`config.mk`:
```
export PLATFORM = sky130hd
export DESIGN_NAME = ieee_to_fp_11_21_flat
export DESIGN_NICKNAME = d
export VERILOG_FILES = /design/src/rtl/ieee_to_fp_11_21_if.sv /design/src/rtl/ieee_to_fp_11_21.sv /design/src/flat_wrapper.sv
export SDC_FILE = /design/constraint.sdc
export NUM_CORES = 1
export LEC_CHECK = 0
export BUFFER_PORTS_ARGS = -buffer_cell sky130_fd_sc_hd__buf_2
export CAP_MARGIN = 20
export CORE_MARGIN = 2
export CORE_UTILIZATION = 45
export DETAILED_ROUTE_END_ITERATION = 12
export PLACE_DENSITY = 0.62
export SLEW_MARGIN = 20
export SYNTH_ARGS = -nofsm -noshare
export SYNTH_HDL_FRONTEND = slang
export SYNTH_SLANG_ARGS = --single-unit
```
`constraint.sdc`:
```
create_clock -name clk -period 2.4 [get_ports clk]
set_input_delay 0.12 -clock clk [delete_from_list [all_inputs] [get_ports clk]]
set_output_delay 0.12 -clock clk [all_outputs]
set_load 0.05 [all_outputs]
```
`src/rtl/ieee_to_fp_11_21_if.sv`:
```
// Valid/ready handshake bundle for the IEEE single to FloPoCo 11/21 converter.
// slave is the converter side, master the producer/consumer side.
interface ieee_to_fp_11_21_if #(
  parameter int unsigned width = 34
);
  logic             in_valid;
  logic             in_ready;
  logic [31:0]      in_data;
  logic             out_valid;
  logic             out_ready;
  logic [width:0]   out_data;

  modport slave (
    input  in_valid, in_data, out_ready,
    output in_ready, out_valid, out_data
  );

  modport master (
    output in_valid, in_data, out_ready,
    input  in_ready, out_valid, out_data
  );
endinterface

```
`src/rtl/ieee_to_fp_11_21.sv`:
```
// IEEE-754 single -> FloPoCo wE=11/wF=21 converter: classify, normalize, round/pack.
// Three elastic stages; a stall at the output back-pressures the input.
module ieee_to_fp_11_21 #(
  parameter int unsigned width     = 34,
  parameter int unsigned BIAS_DIFF = 896
) (
  input  logic               clk,
  input  logic               rst,
  ieee_to_fp_11_21_if.slave  bus
);

  typedef enum logic [1:0] {
    ExcZero = 2'b00,
    ExcNorm = 2'b01,
    ExcInf  = 2'b10,
    ExcNan  = 2'b11
  } exc_e;

  // Exponents stay within 874..1151, so 11 bits carry the arithmetic exactly.
  localparam logic [10:0] Bias = 11'(BIAS_DIFF);

  // Stage 1: classification
  logic        s1_valid_q;
  logic        s1_sign_q;
  exc_e        s1_exc_q, s1_exc_d;
  logic        s1_sub_q, s1_sub_d;
  logic [7:0]  s1_exp_q;
  logic [22:0] s1_man_q;
  logic [4:0]  s1_lzc_q, s1_lzc_d;

  // Stage 2: normalized exponent and 23-bit fraction
  logic        s2_valid_q;
  logic        s2_sign_q;
  exc_e        s2_exc_q;
  logic [10:0] s2_e_q, s2_e_d;
  logic [22:0] s2_f_q, s2_f_d;

  // Stage 3: packed output word
  logic        s3_valid_q;
  logic [width:0] s3_word_q, s3_word_d;

  logic s1_en, s2_en, s3_en;

  // A stage may load when empty or when its current content leaves this cycle.
  always_comb begin
    s3_en = !s3_valid_q || bus.out_ready;
    s2_en = !s2_valid_q || s3_en;
    s1_en = !s1_valid_q || s2_en;
  end

  assign bus.in_ready  = s1_en;
  assign bus.out_valid = s3_valid_q;
  assign bus.out_data  = s3_word_q;

  logic [7:0]  in_exp;
  logic [22:0] in_man;

  always_comb begin
    in_exp   = bus.in_data[30:23];
    in_man   = bus.in_data[22:0];
    s1_exc_d = ExcNorm;
    if (in_exp == 8'hff) begin
      s1_exc_d = (in_man == 23'd0) ? ExcInf : ExcNan;
    end else if ((in_exp == 8'd0) && (in_man == 23'd0)) begin
      s1_exc_d = ExcZero;
    end
    s1_sub_d = (in_exp == 8'd0);
    // Highest set bit wins, giving the leading-zero count of the mantissa.
    s1_lzc_d = 5'd0;
    for (int i = 0; i < 23; i++) begin
      if (in_man[i]) begin
        s1_lzc_d = 5'(22 - i);
      end
    end
  end

  logic [23:0] sub_shift;

  always_comb begin
    // {man,0} << lzc drops the leading one into bit 23, leaving the hidden-bit-free fraction.
    sub_shift = {s1_man_q, 1'b0} << s1_lzc_q;
    if (s1_sub_q) begin
      s2_e_d = Bias - {6'd0, s1_lzc_q};
      s2_f_d = sub_shift[22:0];
    end else begin
      s2_e_d = {3'd0, s1_exp_q} + Bias;
      s2_f_d = s1_man_q;
    end
  end

  logic        round_up;
  logic [21:0] frac_sum;
  logic [10:0] e_rnd;

  always_comb begin
    round_up = s2_f_q[1] && (s2_f_q[0] || s2_f_q[2]);
    frac_sum = {1'b0, s2_f_q[22:2]} + {21'd0, round_up};
    e_rnd    = s2_e_q + {10'd0, frac_sum[21]};
    case (s2_exc_q)
      ExcNorm: s3_word_d = {ExcNorm, s2_sign_q, e_rnd, frac_sum[20:0]};
      ExcNan:  s3_word_d = {ExcNan, 1'b0, 32'd0};
      default: s3_word_d = {s2_exc_q, s2_sign_q, 32'd0};
    endcase
  end

  always_ff @(posedge clk or negedge rst) begin
    if (!rst) begin
      s1_valid_q <= 1'b0;
      s1_sign_q  <= 1'b0;
      s1_exc_q   <= ExcZero;
      s1_sub_q   <= 1'b0;
      s1_exp_q   <= 8'd0;
      s1_man_q   <= 23'd0;
      s1_lzc_q   <= 5'd0;
      s2_valid_q <= 1'b0;
      s2_sign_q  <= 1'b0;
      s2_exc_q   <= ExcZero;
      s2_e_q     <= 11'd0;
      s2_f_q     <= 23'd0;
      s3_valid_q <= 1'b0;
      s3_word_q  <= '0;
    end else begin
      if (s1_en) begin
        s1_valid_q <= bus.in_valid;
        if (bus.in_valid) begin
          s1_sign_q <= bus.in_data[31];
          s1_exc_q  <= s1_exc_d;
          s1_sub_q  <= s1_sub_d;
          s1_exp_q  <= in_exp;
          s1_man_q  <= in_man;
          s1_lzc_q  <= s1_lzc_d;
        end
      end
      if (s2_en) begin
        s2_valid_q <= s1_valid_q;
        if (s1_valid_q) begin
          s2_sign_q <= s1_sign_q;
          s2_exc_q  <= s1_exc_q;
          s2_e_q    <= s2_e_d;
          s2_f_q    <= s2_f_d;
        end
      end
      if (s3_en) begin
        s3_valid_q <= s2_valid_q;
        if (s2_valid_q) begin
          s3_word_q <= s3_word_d;
        end
      end
    end
  end

endmodule

```
`src/flat_wrapper.sv`:
```
// flat-port wrapper written by rule: the top's interface ports become plain ports
module ieee_to_fp_11_21_flat 
#(
  parameter int unsigned width     = 34,
  parameter int unsigned BIAS_DIFF = 896
)
  (clk, rst, bus_in_valid, bus_in_data, bus_out_ready, bus_in_ready, bus_out_valid, bus_out_data);
  ieee_to_fp_11_21_if #(.width(width)) bus_i ();
  input  logic clk;
  input  logic rst;
  input wire logic [$bits(bus_i.in_valid)-1:0] bus_in_valid;
  input wire logic [$bits(bus_i.in_data)-1:0] bus_in_data;
  input wire logic [$bits(bus_i.out_ready)-1:0] bus_out_ready;
  output wire logic [$bits(bus_i.in_ready)-1:0] bus_in_ready;
  output wire logic [$bits(bus_i.out_valid)-1:0] bus_out_valid;
  output wire logic [$bits(bus_i.out_data)-1:0] bus_out_data;
  assign bus_i.in_valid = bus_in_valid;
  assign bus_i.in_data = bus_in_data;
  assign bus_i.out_ready = bus_out_ready;
  assign bus_in_ready = bus_i.in_ready;
  assign bus_out_valid = bus_i.out_valid;
  assign bus_out_data = bus_i.out_data;
  ieee_to_fp_11_21 #(.width(width), .BIAS_DIFF(BIAS_DIFF)) u_core (.clk(clk), .rst(rst), .bus(bus_i));
endmodule
```
==> out/metrics.yaml <==
synth:
  synth_edf_count: 0
  synth_fa_ha_area_share_pct: 0.970
  yosysMostFrequentCell: "nand2_1"
  synth.top_cell.area_share_pct: 44.2
  synth.net_count: 735
  synth_cells: 694
  yosysSeqAreaShare_pct: 44.2
  synth_ff_type: "dfrtp_1"
  syn_area_mm2: 0.00645
  synth_compound_area_share_pct: 13.4
  synth_area_leaders: "dfrtp_1 (44%), nand2_1 (10%), mux4_2 (4.5%)"
  synthXorXnorAreaFrac_pct: 4.07
  syn_area_per_cell_um2: 9.30
  synth_warnings: 0
  synth_commonest_cells: "nand2_1 (174), dfrtp_1 (114), o21ai_0 (57)"
  synth_cell_types: 66
  synth_top_area_cell: "dfrtp_1"
  synthArstFlopShare_pct: 100
  synth_top_family_by_area: "simple AND/OR/NAND/NOR gates"
  ys_seq_elements: 114
  synth.area.mux_share_pct: 11.9
  synth-simple-area-share_pct: 21.4
clocking:
  cts_buffers: 17
  clk_pin_slew_worst_paths_ns: 0.05
  clkLatencyLatePin_ns: 0.41
  clock-sinks: 114
  htree_levels: 4
  cts_tree: "yes"
  cts.path.max_buffers: 2
  root_buffer: "clkbuf_16"
timing:
  skew_ns: 0.00578
  setup_viol: 0
  worstMarginPinSlew_ns: 0.708
  fmax_mhz: 471
  relSlewSlack_pct: 52.7
  hold_violations: 0
  slew_viol_final: 0
  holdWs_ns: 0.0412
  finalCriticalPeriod_ns: 2.12
  finalCritPeriodShare_pct: 88.4
  setup_tns_ns: 0
  rsz0062_at_grt: "false"
run_status:
  status: "complete, no violations"
grt:
  antenna_found_initial: 0
  gr-total-overflow: 0
  grt_use_total_pct: 23.5
  grt_pass1_vias: 5358
  grt_pass1_wl_um: 27400
  grt_max_degree: 55
route:
  ant_nets: 0
  vias_per_cell: 5.63
  drc: 0
  drt_first_pass_iters: 5
  wl_per_cell_um: 17.1
  drt_iter0_drc: 484
  vias: 5564
  wl_um: 16900
worst_setup_path:
  rrSetupSlack_ns: 0.28
  cp_top_family: "simple AND/OR/NAND/NOR gates"
  critPathCaptureType: "register"
  startpoint: "u_core.s2_f_q[8]"
  max_stage_delay_ns: 0.45
  r2r-start: "u_core.s2_f_q[8]"
  worst_ep_arrival_time_ns: 2.40
  worstRegToRegCells: 9
  cp_num_buf_inv: 0
  critPathMaxFanout: 6
  crit_chain: "nand4_1 -> nor4_4 -> nand2_1 -> nor2_4 -> ha_4 -> ha_4 -> nand4_1 -> xor2_1 -> o21ai_0"
  worstSetupStartpointType: "register"
  cp.required_ns: 2.68
  crit_slowest_cell: "dfrtp_1"
  crit_type: "register to register"
  r2r_end: "u_core.bus.out_data[31]"
power_and_ir_drop:
  vdd_drop_max_mv: 0.429
  power_density_mw_per_mm2: 915
  power.total_mw: 7.30
  leakage_nw: 3.60
layout:
  finalNetCount: 838
  area_growth_syn_to_layout_pct: 23.6
  antenna_cells: 0
  postLayoutCellArea_mm2: 0.00798
  drive_above_1_share_pct: 19.8
placed_design:
  dp_hpwl_um: 11900
  place.gp.congestion: 0.920
  io_buffer_count: 72
  placed_area_mm2: 0.00703
floorplanning:
  dieArea_mm2: 0.0153
  core_area_mm2: 0.0139
  io_pins: 73
  die_w_um: 124
  rows: 43
  die_y_um: 124
  start_util_pct: 46.3
flow_run:
  maxCapViolations: 0
min_path:
  hold_path.startpoint: "bus_in_data[13]"
  hold_depth: 3
  whs_endpoint: "u_core.s1_man_q[13]"
  hold_path.class: "primary input to register"
## what timing repair did
item | CTS | global route
endpoints found under the setup margin | 1 | 6
hold buffers | 31 | 0
endpoints found under the hold margin | 100 | 0
resized for setup | 1 | 7
pin swaps | 0 | 3
buffers inserted | 0 | 0
## worst reg2reg max path, stage by stage (launching register included)
cell     delay, ns
dfrtp_1       0.45
nand4_1       0.22
nor4_4        0.30
nand2_1       0.12
nor2_4        0.12
ha_4          0.17
ha_4          0.17
nand4_1       0.12
xor2_1        0.22
o21ai_0       0.10
## placed cells by master, fill, tap and decap left out, drive strengths merged, types with 6 or more instances in the layout
cell type	count
nand2	174
dfrtp	114
buf	93
o21ai	63
nor2	45
dlygate4sd3	31
a21oi	28
clkbuf	21
mux4	21
mux2i	17
xor2	15
xnor2	15
inv	15
nand3	15
nor3	13
nand4	9
nor4	9
nand2b	8
mux2	8
a221oi	8
and3	7
clkinv	6
## report_power, final
part | internal, mW | switching (mW) | total, mW
Combinational | 0.745 | 1.32 | 2.07
Sequential | 2.29 | 0.392 | 2.69
Clock | 1.70 | 0.847 | 2.55
## worst max-delay path by stage
stage	end	slack, ns	cells after the start
after floorplan	u_core.s1_exp_q[1]	0.05	6
after global placement	u_core.bus.out_data[31]	0.09	11
after detailed placement	u_core.bus.out_data[25]	0.05	11
after CTS	u_core.bus.out_data[31]	0.006	11
after global routing	u_core.bus.out_data[31]	0.03	9
final	u_core.bus.out_data[31]	0.28	9
## stage by stage
step / std cells / util [%] / setup slack, ns
after floorplan: 694 / - / 0.0525
after global placement: 927 / 50.4 / 0.0949
after detailed placement: 927 / 50.4 / 0.0507
after CTS: 989 / 57.0 / 0.00612
after global routing: 989 / 57.2 / 0.0327
final: 989 / 57.2 / 0.279
## registers in the layout, summed over array words and instances (netlist names)
register              flops
u_core.s1_lzc_q           5
u_core.s1_man_q          23
u_core.s2_e_q            10
u_core.s1_exp_q           8
u_core.s1_sub_q           1
u_core.bus.out_valid      1
u_core.s2_sign_q          1
u_core.bus.out_data      35
u_core.s2_f_q            23
u_core.s1_sign_q          1
u_core.s1_exc_q           2
u_core.s2_exc_q           2
u_core.s2_valid_q         1
u_core.s1_valid_q         1
## layer usage
metal  wire, µm  vias to the layer above  track usage (%)
li1           -                     2670                -
met1       7910                     2689             31.6
met4        427                        0             9.59
met5          0                        -                0
met3        761                       33             4.30
met2       7810                      172             37.6
## cell type report
| cell class | instances | area, µm² |
|---|---|---|
| Sequential cell | 114 | 2850 |
| Clock inverter | 10 | 131 |
| Multi-Input combinational cell | 525 | 3370 |
| Fill cell | 1253 | 5960 |
| Clock buffer | 21 | 470 |
| Tap cell | 180 | 225 |
| Inverter | 15 | 56.3 |
| Timing Repair Buffer | 124 | 868 |
## logic make-up after synthesis
logic type,count (synthesis)
buffers and inverters,55
adder cells (fa/ha/maj),5
multiplexers,46
flip-flops,114
AO/OA/AOI/OAI,140
XOR/XNOR,30
AND/OR/NAND/NOR,304
Note: power is estimated with default switching activity, not from simulation.
